File: src/rtl/rgb2hsv_seq_if.sv
// Pixel-in / HSV-out handshake bundle for rgb2hsv_seq.
// slave is the converter's view, master is the producer/consumer side.
interface rgb2hsv_seq_if #(
    parameter int CW   = 5,
    parameter int IN_W = 16
);
    logic            in_valid;
    logic            in_ready;
    logic [IN_W-1:0] data;
    logic            out_valid;
    logic            out_ready;
    logic [8:0]      hue;
    logic [CW-1:0]   saturation;
    logic [CW-1:0]   value;
    logic            hue_invalid;
    logic            busy;

    modport slave (
        input  in_valid, data, out_ready,
        output in_ready, out_valid, hue, saturation, value, hue_invalid, busy
    );

    modport master (
        output in_valid, data, out_ready,
        input  in_ready, out_valid, hue, saturation, value, hue_invalid, busy
    );
endinterface

File: src/rtl/rgb2hsv_seq.sv
// Sequential RGB->HSV converter: one pixel at a time, hue via a bit-serial
// restoring divider, optional normalised saturation via a second division pass.
module rgb2hsv_seq #(
    parameter int CW       = 5,
    parameter int IN_W     = 16,
    parameter int SAT_NORM = 1
) (
    input logic          clk,
    input logic          res,
    rgb2hsv_seq_if.slave io
);
    localparam int DW   = (2*CW > CW+6) ? 2*CW : CW+6;
    localparam int QW   = (CW > 6) ? CW : 6;
    localparam int CNTW = $clog2(DW+1);

    localparam logic [2:0] S_IDLE = 3'd0;
    localparam logic [2:0] S_SORT = 3'd1;
    localparam logic [2:0] S_HDIV = 3'd2;
    localparam logic [2:0] S_SDIV = 3'd3;
    localparam logic [2:0] S_FIN  = 3'd4;
    localparam logic [2:0] S_OUT  = 3'd5;

    logic [2:0]      state_q, state_d;
    logic [CW-1:0]   r_q, r_d, g_q, g_d, b_q, b_d;
    logic [CW-1:0]   max_q, max_d, chr_q, chr_d, div_q, div_d, rem_q, rem_d;
    logic            neg_q, neg_d, inv_q, inv_d;
    logic [8:0]      base_q, base_d;
    logic [DW-1:0]   dvd_q, dvd_d;
    logic [QW-1:0]   quo_q, quo_d;
    logic [CNTW-1:0] cnt_q, cnt_d;
    logic [5:0]      hq_q, hq_d;
    logic [8:0]      hue_q, hue_d;
    logic [CW-1:0]   sat_q, sat_d, val_q, val_d;
    logic            hinv_q, hinv_d;

    logic unused_data;
    assign unused_data = ^io.data;

    // Sort stage: max/min with R > G > B tie priority, signed hue numerator.
    logic [CW-1:0]   mx, mn, anum;
    logic [CW:0]     num, anum_w;
    logic [8:0]      base;
    logic [CW+5:0]   num60;
    logic [2*CW-1:0] dsat;

    always_comb begin
        mx   = b_q;
        num  = {1'b0, r_q} - {1'b0, g_q};
        base = 9'd240;
        if (r_q >= g_q && r_q >= b_q) begin
            mx   = r_q;
            num  = {1'b0, g_q} - {1'b0, b_q};
            base = 9'd0;
        end else if (g_q >= b_q) begin
            mx   = g_q;
            num  = {1'b0, b_q} - {1'b0, r_q};
            base = 9'd120;
        end
        if (r_q <= g_q && r_q <= b_q) mn = r_q;
        else if (g_q <= b_q)          mn = g_q;
        else                          mn = b_q;
        anum_w = num[CW] ? (~num + 1'b1) : num;
        anum   = anum_w[CW-1:0];
        num60  = {anum, 6'd0} - {4'd0, anum, 2'd0};
        dsat   = {chr_q, {CW{1'b0}}} - {{CW{1'b0}}, chr_q};
    end

    // One restoring-division step per cycle.
    logic [CW:0]   trial, diff;
    logic          qbit;
    logic [CW-1:0] rem_nx;
    logic [QW-1:0] quo_nx;

    always_comb begin
        trial  = {rem_q, dvd_q[DW-1]};
        diff   = trial - {1'b0, div_q};
        qbit   = (trial >= {1'b0, div_q});
        rem_nx = qbit ? diff[CW-1:0] : trial[CW-1:0];
        quo_nx = (quo_q << 1) | QW'(qbit);
    end

    logic [8:0] h;

    always_comb begin
        state_d = state_q;
        r_d = r_q;  g_d = g_q;  b_d = b_q;
        max_d = max_q;  chr_d = chr_q;  div_d = div_q;  rem_d = rem_q;
        neg_d = neg_q;  inv_d = inv_q;  base_d = base_q;
        dvd_d = dvd_q;  quo_d = quo_q;  cnt_d = cnt_q;  hq_d = hq_q;
        hue_d = hue_q;  sat_d = sat_q;  val_d = val_q;  hinv_d = hinv_q;
        h = base_q + {3'd0, hq_q};
        if (neg_q)
            h = ({3'd0, hq_q} > base_q) ? (9'd360 - {3'd0, hq_q}) : (base_q - {3'd0, hq_q});

        case (state_q)
            S_IDLE: if (io.in_valid) begin
                r_d = io.data[3*CW-1:2*CW];
                g_d = io.data[2*CW-1:CW];
                b_d = io.data[CW-1:0];
                state_d = S_SORT;
            end
            S_SORT: begin
                max_d  = mx;
                chr_d  = mx - mn;
                neg_d  = num[CW];
                base_d = base;
                hq_d   = 6'd0;
                inv_d  = (mx == mn);
                rem_d  = '0;
                quo_d  = '0;
                div_d  = mx - mn;
                dvd_d  = DW'(num60) << (DW - (CW+6));
                cnt_d  = CNTW'(CW+6);
                state_d = (mx == mn) ? S_FIN : S_HDIV;
            end
            S_HDIV, S_SDIV: begin
                rem_d = rem_nx;
                dvd_d = dvd_q << 1;
                quo_d = quo_nx;
                cnt_d = cnt_q - 1'b1;
                if (cnt_q == CNTW'(1)) begin
                    state_d = S_FIN;
                    if (state_q == S_HDIV) begin
                        hq_d = quo_nx[5:0];
                        if (SAT_NORM != 0) begin
                            rem_d = '0;
                            quo_d = '0;
                            div_d = max_q;
                            dvd_d = DW'(dsat) << (DW - 2*CW);
                            cnt_d = CNTW'(2*CW);
                            state_d = S_SDIV;
                        end
                    end
                end
            end
            S_FIN: begin
                hue_d  = inv_q ? 9'd0 : h;
                sat_d  = inv_q ? '0 : ((SAT_NORM != 0) ? quo_q[CW-1:0] : chr_q);
                val_d  = max_q;
                hinv_d = inv_q;
                state_d = S_OUT;
            end
            S_OUT: if (io.out_ready) state_d = S_IDLE;
            default: state_d = S_IDLE;
        endcase
    end

    always_ff @(posedge clk or posedge res) begin
        if (res) begin
            state_q <= S_IDLE;
            r_q <= '0;  g_q <= '0;  b_q <= '0;
            max_q <= '0;  chr_q <= '0;  div_q <= '0;  rem_q <= '0;
            neg_q <= 1'b0;  inv_q <= 1'b0;  base_q <= '0;
            dvd_q <= '0;  quo_q <= '0;  cnt_q <= '0;  hq_q <= '0;
            hue_q <= '0;  sat_q <= '0;  val_q <= '0;  hinv_q <= 1'b0;
        end else begin
            state_q <= state_d;
            r_q <= r_d;  g_q <= g_d;  b_q <= b_d;
            max_q <= max_d;  chr_q <= chr_d;  div_q <= div_d;  rem_q <= rem_d;
            neg_q <= neg_d;  inv_q <= inv_d;  base_q <= base_d;
            dvd_q <= dvd_d;  quo_q <= quo_d;  cnt_q <= cnt_d;  hq_q <= hq_d;
            hue_q <= hue_d;  sat_q <= sat_d;  val_q <= val_d;  hinv_q <= hinv_d;
        end
    end

    assign io.in_ready    = (state_q == S_IDLE);
    assign io.out_valid   = (state_q == S_OUT);
    assign io.busy        = (state_q != S_IDLE);
    assign io.hue         = hue_q;
    assign io.saturation  = sat_q;
    assign io.value       = val_q;
    assign io.hue_invalid = hinv_q;
endmodule

File: src/flat_wrapper.sv
// flat-port wrapper written by rule: the top's interface ports become plain ports
module rgb2hsv_seq_flat 
#(
    parameter int CW       = 5,
    parameter int IN_W     = 16,
    parameter int SAT_NORM = 1
)
  (clk, res, io_in_valid, io_data, io_out_ready, io_in_ready, io_out_valid, io_hue, io_saturation, io_value, io_hue_invalid, io_busy);
  rgb2hsv_seq_if #(.CW(CW), .IN_W(IN_W)) io_i ();
  input logic clk;
  input logic res;
  input wire logic [$bits(io_i.in_valid)-1:0] io_in_valid;
  input wire logic [$bits(io_i.data)-1:0] io_data;
  input wire logic [$bits(io_i.out_ready)-1:0] io_out_ready;
  output wire logic [$bits(io_i.in_ready)-1:0] io_in_ready;
  output wire logic [$bits(io_i.out_valid)-1:0] io_out_valid;
  output wire logic [$bits(io_i.hue)-1:0] io_hue;
  output wire logic [$bits(io_i.saturation)-1:0] io_saturation;
  output wire logic [$bits(io_i.value)-1:0] io_value;
  output wire logic [$bits(io_i.hue_invalid)-1:0] io_hue_invalid;
  output wire logic [$bits(io_i.busy)-1:0] io_busy;
  assign io_i.in_valid = io_in_valid;
  assign io_i.data = io_data;
  assign io_i.out_ready = io_out_ready;
  assign io_in_ready = io_i.in_ready;
  assign io_out_valid = io_i.out_valid;
  assign io_hue = io_i.hue;
  assign io_saturation = io_i.saturation;
  assign io_value = io_i.value;
  assign io_hue_invalid = io_i.hue_invalid;
  assign io_busy = io_i.busy;
  rgb2hsv_seq #(.CW(CW), .IN_W(IN_W), .SAT_NORM(SAT_NORM)) u_core (.clk(clk), .res(res), .io(io_i));
endmodule
File: config.mk
export PLATFORM = sky130hd
export DESIGN_NAME = rgb2hsv_seq_flat
export DESIGN_NICKNAME = d
export VERILOG_FILES = /design/src/rtl/rgb2hsv_seq_if.sv /design/src/rtl/rgb2hsv_seq.sv /design/src/flat_wrapper.sv
export SDC_FILE = /design/constraint.sdc
export NUM_CORES = 1
export LEC_CHECK = 0
export ABC_AREA = 1
export BUFFER_PORTS_ARGS = -buffer_cell sky130_fd_sc_hd__buf_4
export CORE_UTILIZATION = 55
export DETAILED_ROUTE_END_ITERATION = 12
export GPL_TIMING_DRIVEN = 0
export PLACE_DENSITY = 0.84
export SYNTH_ARGS = -nofsm -noshare
export SYNTH_HDL_FRONTEND = slang
export SYNTH_SLANG_ARGS = --single-unit
File: constraint.sdc
create_clock -name clk -period 5.7 [get_ports clk]
set_input_delay 0 -clock clk [delete_from_list [all_inputs] [get_ports clk]]
set_output_delay 0 -clock clk [all_outputs]
set_load 0.01 [all_outputs]
# --- After elaboration in Yosys (flattened, before gate mapping) ---
# Index checks and enable logic that the tools add are counted.
totals:
  elab_cells: 99
  regBits: 95
  output_inout_bits: 23
op_classes:
  n_mux: 38
  magnitude_cmp: 8
  bitwise_logic: 2
  n_reduce_logical: 9
  eq_ne: 11
  addsub: 12
op_table:
  columns: ["operator", "count"]
  rows:
  - ["5-bit two-way mux", 13]
  - ["5-bit case mux with 2 select lines", 3]
  - ["9-bit two-way mux", 3]
  - ["6-bit two-way mux", 4]
  - ["11-bit two-way mux", 2]
  - ["11-bit case mux with 2 select lines", 1]
  - ["5-bit by 5-bit subtractor with 6-bit output", 3]
  - ["8-bit two-way mux", 2]
  - ["5-bit >= comparator", 3]
  - ["5-bit less-or-equal comparator", 3]
  - ["3-bit two-way mux", 5]
  - ["3-bit case mux with 5 select lines", 1]
  - ["6-bit case mux with 2 select lines", 1]
  - ["11-bit by 7-bit subtractor with 11-bit output", 1]
  - ["10-bit by 5-bit subtractor with 10-bit output", 1]
  - ["5-bit subtractor", 2]
  - ["9-bit by 6-bit adder with 9-bit output", 1]
  - ["6-bit by 9-bit > comparator with 1-bit output", 1]
  - ["9-bit by 6-bit subtractor with 9-bit output", 1]
  - ["9-bit by 6-bit subtractor with 9-bit output (first input constant)", 1]
  - ["4-bit two-way mux", 2]
  - ["4-bit case mux with 2 select lines", 1]
  - ["3-bit by 2-bit == test with 1-bit output (second input constant)", 2]
  - ["3-bit == test (second input constant)", 2]
  - ["other kinds (17)", 21]

# --- Longest topological paths before layout ---
# Gate-level depths: netlist (run 1).
logic_depth:
  depth_word: 8
  ltp_mapped: 26
  mapped_depth_nobuf: 26

# --- Least setup slack after synthesis (run 1) ---
# No wires, ideal clock.
synth_timing:
  kind: "reg2reg"
  startpoint: "register u_core.b_q[0]"
  endpoint: "register u_core.dvd_q[10]"
  required_time_ns: 5.573
  setup_time_ns: 0.127
  path_slack_ns: 2.544
  stages_incl_launch_ff: 25
  path_buffers: 1
  arrival_time_ns: 3.030
  path_cell_list: "dfrtp_1 -> inv_1 -> ha_1 -> inv_1 -> fa_1 -> nand4_1 -> nand3_2 -> nand2_2 -> nand2_4 -> buf_6 -> a21oi_4 -> ha_1 -> nand4_1 -> nand2_1 -> nand2_1 -> nand2_1 -> inv_1 -> ha_1 -> inv_1 -> nor2_4 -> nand3_2 -> nand2_1 -> nand2_1 -> nand3_2 -> a21oi_2"
synth_between:
  elab_chain_len: 8
  word_cells_on_any_way: 12
  classes_between: "add/sub (4); order compare (2); mux (4); bitwise (1); reduce/logical (1)"
synth_lines:
  columns: ["element", "line_no", "text"]
  rows:
  - ["start: declaration", "rgb2hsv_seq.sv:24", "logic [CW-1:0] r_q, r_d, g_q, g_d, b_q, b_d;"]
  - ["start signal: assignment", "rgb2hsv_seq.sv:151", "r_q <= '0; g_q <= '0; b_q <= '0;"]
  - ["start signal: assignment", "rgb2hsv_seq.sv:158", "r_q <= r_d; g_q <= g_d; b_q <= b_d;"]
  - ["5-bit by 5-bit subtractor with 6-bit output (tied with other cells)", "rgb2hsv_seq.sv:56", "num = {1'b0, b_q} - {1'b0, r_q};"]
  - ["6-bit two-way mux or 1-bit logical AND (tied branches)", "rgb2hsv_seq.sv:54, rgb2hsv_seq.sv:50", null]
  - ["6-bit two-way mux *", "rgb2hsv_seq.sv:50", "if (r_q >= g_q && r_q >= b_q) begin"]
  - ["5-bit NOT", "rgb2hsv_seq.sv:62", "anum_w = num[CW] ? (~num + 1'b1) : num;"]
  - ["5-bit by 1-bit adder with 5-bit output", "rgb2hsv_seq.sv:62", null]
  - ["5-bit two-way mux *", "rgb2hsv_seq.sv:62", null]
  - ["11-bit by 7-bit subtractor with 11-bit output *", "rgb2hsv_seq.sv:64", "num60 = {anum, 6'd0} - {4'd0, anum, 2'd0};"]
  - ["11-bit case mux with 2 select lines *", "rgb2hsv_seq.sv:95", "case (state_q)"]
  - ["end signal: assignment", "rgb2hsv_seq.sv:161", "dvd_q <= dvd_d; quo_q <= quo_d; cnt_q <= cnt_d; hq_q <= hq_d;"]
  - ["end: declaration", "rgb2hsv_seq.sv:28", "logic [DW-1:0] dvd_q, dvd_d;"]
# Mark *: on every way between the ends. The rest lies on a longest branch, timed or not.
# A chain may end at the register's enable or synchronous reset.

# --- Worst setup path after layout (run 1) ---
layout_timing:
  startpoint: "register u_core.b_q[0]"
  endpoint: "register u_core.div_q[4]"
layout_between:
  elab_chain_len: 5
  word_cells_on_any_way: 12
  classes_between: "add/sub (1); order compare (4); mux (5); reduce/logical (2)"
layout_lines:
  columns: ["element", "line_no", "text"]
  rows:
  - ["5-bit >= comparator (tied with other cells)", "rgb2hsv_seq.sv:54", "end else if (g_q >= b_q) begin"]
  - ["5-bit two-way mux (tied with other cells)", "rgb2hsv_seq.sv:54", null]
  - ["5-bit two-way mux (on tied branches)", "rgb2hsv_seq.sv:50, rgb2hsv_seq.sv:59", null]
  - ["5-bit subtractor *", "rgb2hsv_seq.sv:111", "div_d = mx - mn;"]
  - ["5-bit case mux with 2 select lines *", "rgb2hsv_seq.sv:95", null]
  - ["end signal: assignment", "rgb2hsv_seq.sv:159", "max_q <= max_d; chr_q <= chr_d; div_q <= div_d; rem_q <= rem_d;"]
  - ["end: declaration", "rgb2hsv_seq.sv:25", "logic [CW-1:0] max_q, max_d, chr_q, chr_d, div_q, div_d, rem_q, rem_d;"]
# Marked as above.

==> results of run 1 <==
[cells in the mapped netlist (8+ instances only)]
cell and number:
inv_1 110, nand2_4 8, o21ai_0 67, o22ai_1 9, o211ai_1 8, nand3_1 36, nand2_2 10, ha_1 38
nand3_2 8, a21oi_1 50, xor2_1 18, clkbuf_1 13, dfrtp_1 88, nor2_1 59, nand2_1 158
[flip-flops by register name (all words and copies together), names as in the netlist, 5 cells and up]
register,flops
u_core.b_q,5
u_core.quo_q,5
u_core.rem_q,5
u_core.io.saturation,5
u_core.io.hue,9
u_core.dvd_q,10
u_core.r_q,5
u_core.g_q,5
u_core.chr_q,5
u_core.hq_q,6
u_core.max_q,5
u_core.div_q,5
u_core.io.value,5
[worst min-delay path: stages]
cell     delay [ns]
buf_4          0.08
o21ai_0        0.15
o21ai_0        0.23
[area by class of cell]
| cell class | count | area, sq um | area share |
|---|---|---|---|
| buffer | 17 | 77.6 | 0.0113 |
| clock buffer | 11 | 141 | 0.0206 |
| clock inverter | 5 | 40.0 | 0.00584 |
| inverter | 118 | 445 | 0.0650 |
| multi-input combinational | 546 | 3270 | 0.477 |
| sequential | 88 | 2200 | 0.321 |
| tap | 136 | 170 | 0.0248 |
| timing repair buffer | 59 | 505 | 0.0738 |
[through the flow]
step,cell area [sq um],setup WS [ns]
finish,6850,1.98
global route,6850,1.75
CTS,6850,2.07
detailed placement,6500,2.10
global placement,6470,2.12
floorplan,5990,2.54
[cells by family after synthesis]
| family | Yosys count | share of synthesized area |
|---|---|---|
| xor+xnor | 22 | 0.0321 |
| flops | 88 | 0.367 |
| fa+ha+maj | 44 | 0.0994 |
| compound gates | 173 | 0.175 |
| simple gates | 307 | 0.239 |
| buf+inv | 135 | 0.0868 |
[what timing repair did]
item                                   in CTS  in global routing
hold buffers                               17                  0
endpoints found under the hold margin     104                  0
resized for setup                           0                  0
[layer usage]
| layer | GRT usage | part of all wire | vias to the layer above |
|---|---|---|---|
| met3 | 0.0466 | 0.067 | 31 |
| li1 | - | - | 2680 |
| met2 | 0.467 | 0.47 | 209 |
| met4 | 0.106 | 0.024 | 0 |
| met1 | 0.374 | 0.44 | 2571 |
| met5 | 0 | 0 | - |
[layout by cell type, fill, tap and decap left out, types with 14 or more instances in the layout]
master / instances
ha_1: 38
nor2_1: 59
o21ai_0: 67
clkbuf_1: 14
buf_4: 42
inv_1: 109
dfrtp_1: 88
nand3_1: 36
xor2_1: 18
dlygate4sd3_1: 17
a21oi_1: 50
nand2_1: 158
[worst paths after layout]
path                                    start            endpoint  slack [ns]  cells past startpoint
max in group asynchronous                 res     u_core.dvd_q[3]        4.95                      4
min in group asynchronous                 res    u_core.io.hue[7]        0.14                      3
hold / removal                    io_in_valid   u_core.state_q[1]        0.12                      3
hold reg to reg            u_core.io.value[0]  u_core.io.value[0]        0.48                      2
setup / recovery                u_core.b_q[0]     u_core.div_q[4]        1.98                     17
setup reg to reg                u_core.b_q[0]     u_core.div_q[4]        1.98                     17
==> impl_metrics.json, run 1 <==
{
  "async_flop_share": 1.00,
  "coreArea_sq_um": 10500,
  "dieWidth_microns": 106,
  "cts_setup_buffers": 0,
  "period_share": 0.653,
  "setup_tns_ns": 0,
  "synth_edf_count": 0,
  "yosysWarningCount": 0,
  "yosysTopAreaCell": "dfrtp_1",
  "relSlewSlack": 0.531,
  "finalClockSkew_ns": 0.0100,
  "final_util": 0.655,
  "end_kind": "register",
  "hold_path_class": "input port to register",
  "remaining_drc_errors": 0,
  "status": "completed",
  "worstMarginPinSlew_ns": 0.698,
  "via_per_inst": 5.60,
  "ant_nets": 0,
  "cts_root_buf": "clkbuf_8",
  "ys_types": 51,
  "ys.flop_type": "dfrtp_1",
  "grt_start_max_net_pins": 68,
  "post-route-min-period_ns": 3.72,
  "drive_gt1_frac": 0.134,
  "n_fill_cell": 872,
  "crit_type": "register to register",
  "clockBufferDepth": 2,
  "postSynthAreaPerCell_sq_um": 7.79,
  "fmaxAchievable_mhz": 269,
  "rows": 37,
  "setup_viol": 0,
  "grt_use_total": 0.283,
  "cts_tree": "yes",
  "io_pins": 43,
  "grt_pass1_wl_mm": 25.2,
  "crit_required_ns": 5.94,
  "hold_viol": 0,
  "cts.sinks": 88,
  "start_util": 0.573,
  "slowest_delay_ns": 0.57,
  "path_common_cell": "inv_1",
  "n_antenna_cell": 0,
  "grt_pass1_vias": 5385,
  "antenna_found_initial": 0,
  "gp_congestion": 0.982,
  "synthCells": 769,
  "synth_area_sq_um": 5990,
  "crit_fanout": 10,
  "placed_cells": 947,
  "yosys_register_bits": 88,
  "path_clk_slew_ns": 0.10,
  "first_iter_violations": 491,
  "rsz0062_at_grt": "false",
  "synthTopCellsByArea": "dfrtp_1, nand2_1, ha_1",
  "area_growth_pct": 14.3,
  "cp_slowest_cell": "o21ai_1",
  "final_cells": 980,
  "cts_htree_levels": 3,
  "dieArea_sq_um": 11300,
  "vias": 5491,
  "cp_num_buf_inv": 3,
  "seq_area_frac_synth": 0.367,
  "die_h_microns": 106,
  "critical_path.cell_chain": "inv_1 -> ha_1 -> inv_1 -> fa_1 -> nand4_1 -> nand3_2 -> o21ai_1 -> o211ai_1 -> o21ai_0 -> ha_1 -> inv_1 -> fa_1 -> nand3_1 -> nand2_1 -> xor2_1 -> nand2_1 -> o221ai_1",
  "fin_hold_ws_ns": 0.121,
  "crit_family": "adder cells",
  "cp-start-kind": "register",
  "wire_per_inst_microns": 15.1,
  "drt_wl_total_mm": 14.8,
  "nNetsFinal": 903,
  "insertion_delay_ns": 0.37,
  "arrival_ns": 3.96,
  "dp_hpwl_mm": 11.2,
  "synth_top_cell_area_share": 0.367,
  "port-buffer-count": 41,
  "slew_violations": 0,
  "grt_overflow": 0,
  "synth_fp_nets": 833,
  "dr.pass1.iters": 5,
  "maxCapViolations": 0,
  "cts_made_buffers": 9
}
Power of run 1 is left out: the tool's default activity adds up to more than one toggle a clock period on the data nets, which glitch-free logic cannot reach.
==> run 2: changes to the inputs <==
Clock period 5.7 ns to 3.82 ns, I/O delays scaled along.
==> impl_metrics.json, run 2 (synthesis results as in run 1) <==
{
  "status": "completed",
  "drive_gt1_frac": 0.143,
  "insertion_delay_ns": 0.37,
  "hold_path_class": "input port to register",
  "dieWidth_microns": 106,
  "wire_per_inst_microns": 15.2,
  "hp-start": "io_in_valid",
  "regMostFlops": "u_core.dvd_q",
  "via_per_inst": 5.60,
  "io_pins": 43,
  "setup_tns_ns": 0,
  "whs_path_depth": 3,
  "start_util": 0.573,
  "vias": 5503,
  "port-buffer-count": 41,
  "fin_hold_ws_ns": 0.123,
  "n_antenna_cell": 0,
  "antenna_found_initial": 0,
  "finalClockSkew_ns": 0.00770,
  "grt_pass1_vias": 5385,
  "crit_type": "register to register",
  "maxCapViolations": 0,
  "fmaxAchievable_mhz": 281,
  "ff_latch_area_sq_um": 2200,
  "layout_common_cells": "nand2_1, inv_1, dfrtp_1, o21ai_0, nor2_1",
  "multiInputGateArea_sq_um": 3280,
  "rows": 37,
  "largest_reg_flops": 10,
  "die_h_microns": 106,
  "cts_root_buf": "clkbuf_8",
  "relSlewSlack": 0.635,
  "period_share": 0.932,
  "startpoint": "u_core.r_q[0]",
  "grt_pass1_wl_mm": 25.2,
  "post-route-min-period_ns": 3.56,
  "crit_required_ns": 4.07,
  "path_clk_slew_ns": 0.10,
  "drt_wl_total_mm": 14.9,
  "gp_congestion": 0.982,
  "hold_viol": 0,
  "r2r_start": "u_core.r_q[0]",
  "dieArea_sq_um": 11300,
  "final_common_cell": "nand2_1",
  "worstMarginPinSlew_ns": 0.542,
  "cts_tree": "yes",
  "cts_made_buffers": 9,
  "clockBufferDepth": 2,
  "grt_overflow": 0,
  "dr.pass1.iters": 5,
  "dp_hpwl_mm": 11.2,
  "rsz0062_at_grt": "false",
  "arrival_ns": 3.81,
  "grt_use_total": 0.283,
  "first_iter_violations": 480,
  "setup_viol": 0,
  "worst_r2r_path_depth": 19,
  "slew_violations": 0,
  "crit_fanout": 8,
  "area_growth_pct": 14.9,
  "remaining_drc_errors": 0,
  "coreArea_sq_um": 10500,
  "cp-start-kind": "register",
  "nNetsFinal": 906,
  "end_kind": "register",
  "cts.sinks": 88,
  "cts_htree_levels": 3,
  "grt_start_max_net_pins": 68,
  "ant_nets": 0,
  "n_fill_cell": 875
}
## run 2: timing repair
item | 4_1_cts | 5_1_grt
hold buffers | 17 | 0
endpoints found under the setup margin | 0 | 9
gates resized for setup | 0 | 5
endpoints found under the hold margin | 104 | 0
buffers inserted | 0 | 3
## run 2: metal layers
layer	track usage	vias to the layer above	routed length, microns
met1	0.374	2590	6530
met2	0.467	189	7040
met3	0.0466	37	958
met4	0.106	0	374
li1	-	2687	-
met5	0	-	0
## run 2: area by class of cell
class | count | share of cell area
buffer | 17 | 0.0113
clock buffer | 11 | 0.0205
clock inverter | 5 | 0.00582
inverter | 118 | 0.0647
multi-input combinational | 546 | 0.476
sequential | 88 | 0.320
tap | 136 | 0.0247
timing repair buffer | 62 | 0.0767
## run 2: stage by stage
| step | worst slack [ns] | instance area, sq um | cells | utilization |
|---|---|---|---|---|
| floorplan | 0.664 | 5990 | 769 | - |
| global placement | 0.236 | 6470 | 946 | 0.619 |
| detailed placement | 0.223 | 6500 | 947 | 0.621 |
| CTS | 0.189 | 6850 | 980 | 0.655 |
| global route | 0.0493 | 6890 | 983 | 0.658 |
| finish | 0.259 | 6890 | 983 | 0.658 |
## run 2: worst max-delay path, cell delays in order, from the launching register on
cell and delay [ns]:
dfrtp_1 0.40, inv_2 0.11, ha_1 0.15, inv_1 0.07, fa_1 0.41, nand2_1 0.08, nand2_1 0.06, nand3_1 0.08
nand3_1 0.12, nand2_4 0.15, inv_2 0.08, nor2_1 0.26, inv_1 0.13, o22ai_1 0.18, a21oi_2 0.07, ha_1 0.20
inv_1 0.08, fa_1 0.45, o211ai_1 0.24, o21ai_0 0.12
## run 2: worst paths after layout
kind | to | slack, ns
worst max register to register | u_core.div_q[1] | 0.26
worst min register to register | u_core.io.value[0] | 0.48
min in group asynchronous | u_core.io.hue[7] | 0.14
max in group asynchronous | u_core.dvd_q[10] | 3.06
worst min-delay path | u_core.state_q[1] | 0.12
worst max-delay path | u_core.div_q[1] | 0.26
Power of run 2 is left out for the same reason.
==> run 3: changes to the inputs <==
Settings changed: GPL_TIMING_DRIVEN 0 to 1.
==> impl_metrics.json, run 3 (synthesis results as in run 1) <==
{
  "status": "completed",
  "slowest_delay_ns": 0.43,
  "wire_per_inst_microns": 14.9,
  "critical_path.cell_chain": "inv_1 -> ha_1 -> inv_1 -> fa_1 -> nand4_1 -> nand3_2 -> nand2_2 -> nand2_4 -> or2_1 -> nand2_2 -> ha_2 -> nand4_1 -> nand2_1 -> nand2_1 -> nand2_1 -> inv_1 -> ha_1 -> inv_1 -> nor2_4 -> nand3_2 -> nand3_1 -> nand3_2 -> a21oi_2",
  "largest_reg_flops": 10,
  "grt_overflow": 0,
  "clockBufferDepth": 2,
  "nNetsFinal": 897,
  "port-buffer-count": 41,
  "end_kind": "register",
  "rows": 37,
  "setup_viol": 0,
  "coreArea_sq_um": 10500,
  "post-route-min-period_ns": 3.57,
  "vias": 5428,
  "remaining_drc_errors": 0,
  "worstMarginPinSlew_ns": 0.920,
  "hold_viol": 0,
  "start_util": 0.573,
  "cts_root_buf": "clkbuf_8",
  "crit_type": "register to register",
  "crit_fanout": 5,
  "die_h_microns": 106,
  "grt_pass1_vias": 5209,
  "dieArea_sq_um": 11300,
  "via_per_inst": 5.57,
  "rsz0062_at_grt": "false",
  "antenna_found_initial": 0,
  "grt_use_total": 0.272,
  "grt_pass1_wl_mm": 24.2,
  "path_clk_slew_ns": 0.09,
  "grt_start_max_net_pins": 48,
  "drt_wl_total_mm": 14.6,
  "insertion_delay_ns": 0.37,
  "dieWidth_microns": 106,
  "slew_violations": 0,
  "cts.sinks": 88,
  "period_share": 0.935,
  "dr.pass1.iters": 5,
  "final_common_cell": "nand2_1",
  "first_iter_violations": 424,
  "finalClockSkew_ns": 0.0129,
  "setup_tns_ns": 0,
  "area_growth_pct": 14.6,
  "arrival_ns": 3.87,
  "hold_path_class": "input port to register",
  "dp_hpwl_mm": 10.5,
  "layout_common_cells": "nand2_1, inv_1, dfrtp_1, o21ai_0, nor2_1",
  "cts_tree": "yes",
  "gp_congestion": 0.961,
  "crit_required_ns": 4.12,
  "whs_path_depth": 3,
  "worst_r2r_path_depth": 23,
  "ant_nets": 0,
  "cts_made_buffers": 9,
  "cts_htree_levels": 3,
  "n_antenna_cell": 0,
  "regMostFlops": "u_core.dvd_q",
  "cp-start-kind": "register",
  "maxCapViolations": 0,
  "cp_slowest_cell": "fa_1",
  "relSlewSlack": 0.385,
  "drive_gt1_frac": 0.150,
  "io_pins": 43,
  "fmaxAchievable_mhz": 280,
  "path_common_cell": "inv_1"
}
run 3: layout make-up:
cell class,count,area (sq um)
Multi-Input combinational cell,547,3300
Clock inverter,6,42.5
Sequential cell,88,2200
Clock buffer,10,138
Tap cell,136,170
Fill cell,875,3600
Inverter,118,444
Timing Repair Buffer,69,573
run 3: path summary, 6_finish.rpt:
path / from / end / slack (ns)
hold reg to reg: u_core.io.value[0] / u_core.io.value[0] / 0.48
setup reg to reg: u_core.b_q[0] / u_core.dvd_q[10] / 0.25
max in group asynchronous: res / u_core.rem_q[2] / 2.47
min in group asynchronous: res / u_core.io.hue[6] / 0.30
setup / recovery: u_core.b_q[0] / u_core.dvd_q[10] / 0.25
hold / removal: io_in_valid / u_core.state_q[1] / 0.11
run 3: worst max-delay path: cells and delay by family, from the launching register on:
family          cells  cell delay [ns]
simple gates       14             1.49
fa+ha+maj           4             1.13
flops               1             0.40
buf+inv             4             0.36
compound gates      1             0.13
run 3: timing repair:
action,4_1_cts,5_1_grt
hold buffers,17,0
gates resized for setup,0,4
endpoints found under the setup margin,0,11
endpoints found under the hold margin,62,0
setup buffers,0,5
run 3: through the flow:
stage / area, sq um / hold slack [ns] / setup slack [ns] / utilization / std cells
finish: 6870 / 0.112 / 0.248 / 0.656 / 974
CTS: 6800 / 0.0777 / 0.203 / 0.649 / 968
detailed placement: 6440 / 0.180 / 0.241 / 0.616 / 935
floorplan: 5990 / 0.159 / 0.664 / - / 769
global route: 6870 / 0.113 / 0.0186 / 0.656 / 974
global placement: 6440 / 0.175 / 0.323 / 0.616 / 935
run 3: routing by layer:
layer  share of wire  global-route usage
met2            0.47               0.439
met3           0.071              0.0521
met1            0.43               0.358
met4           0.028               0.111
met5               0                   0
Power of run 3 is left out for the same reason.
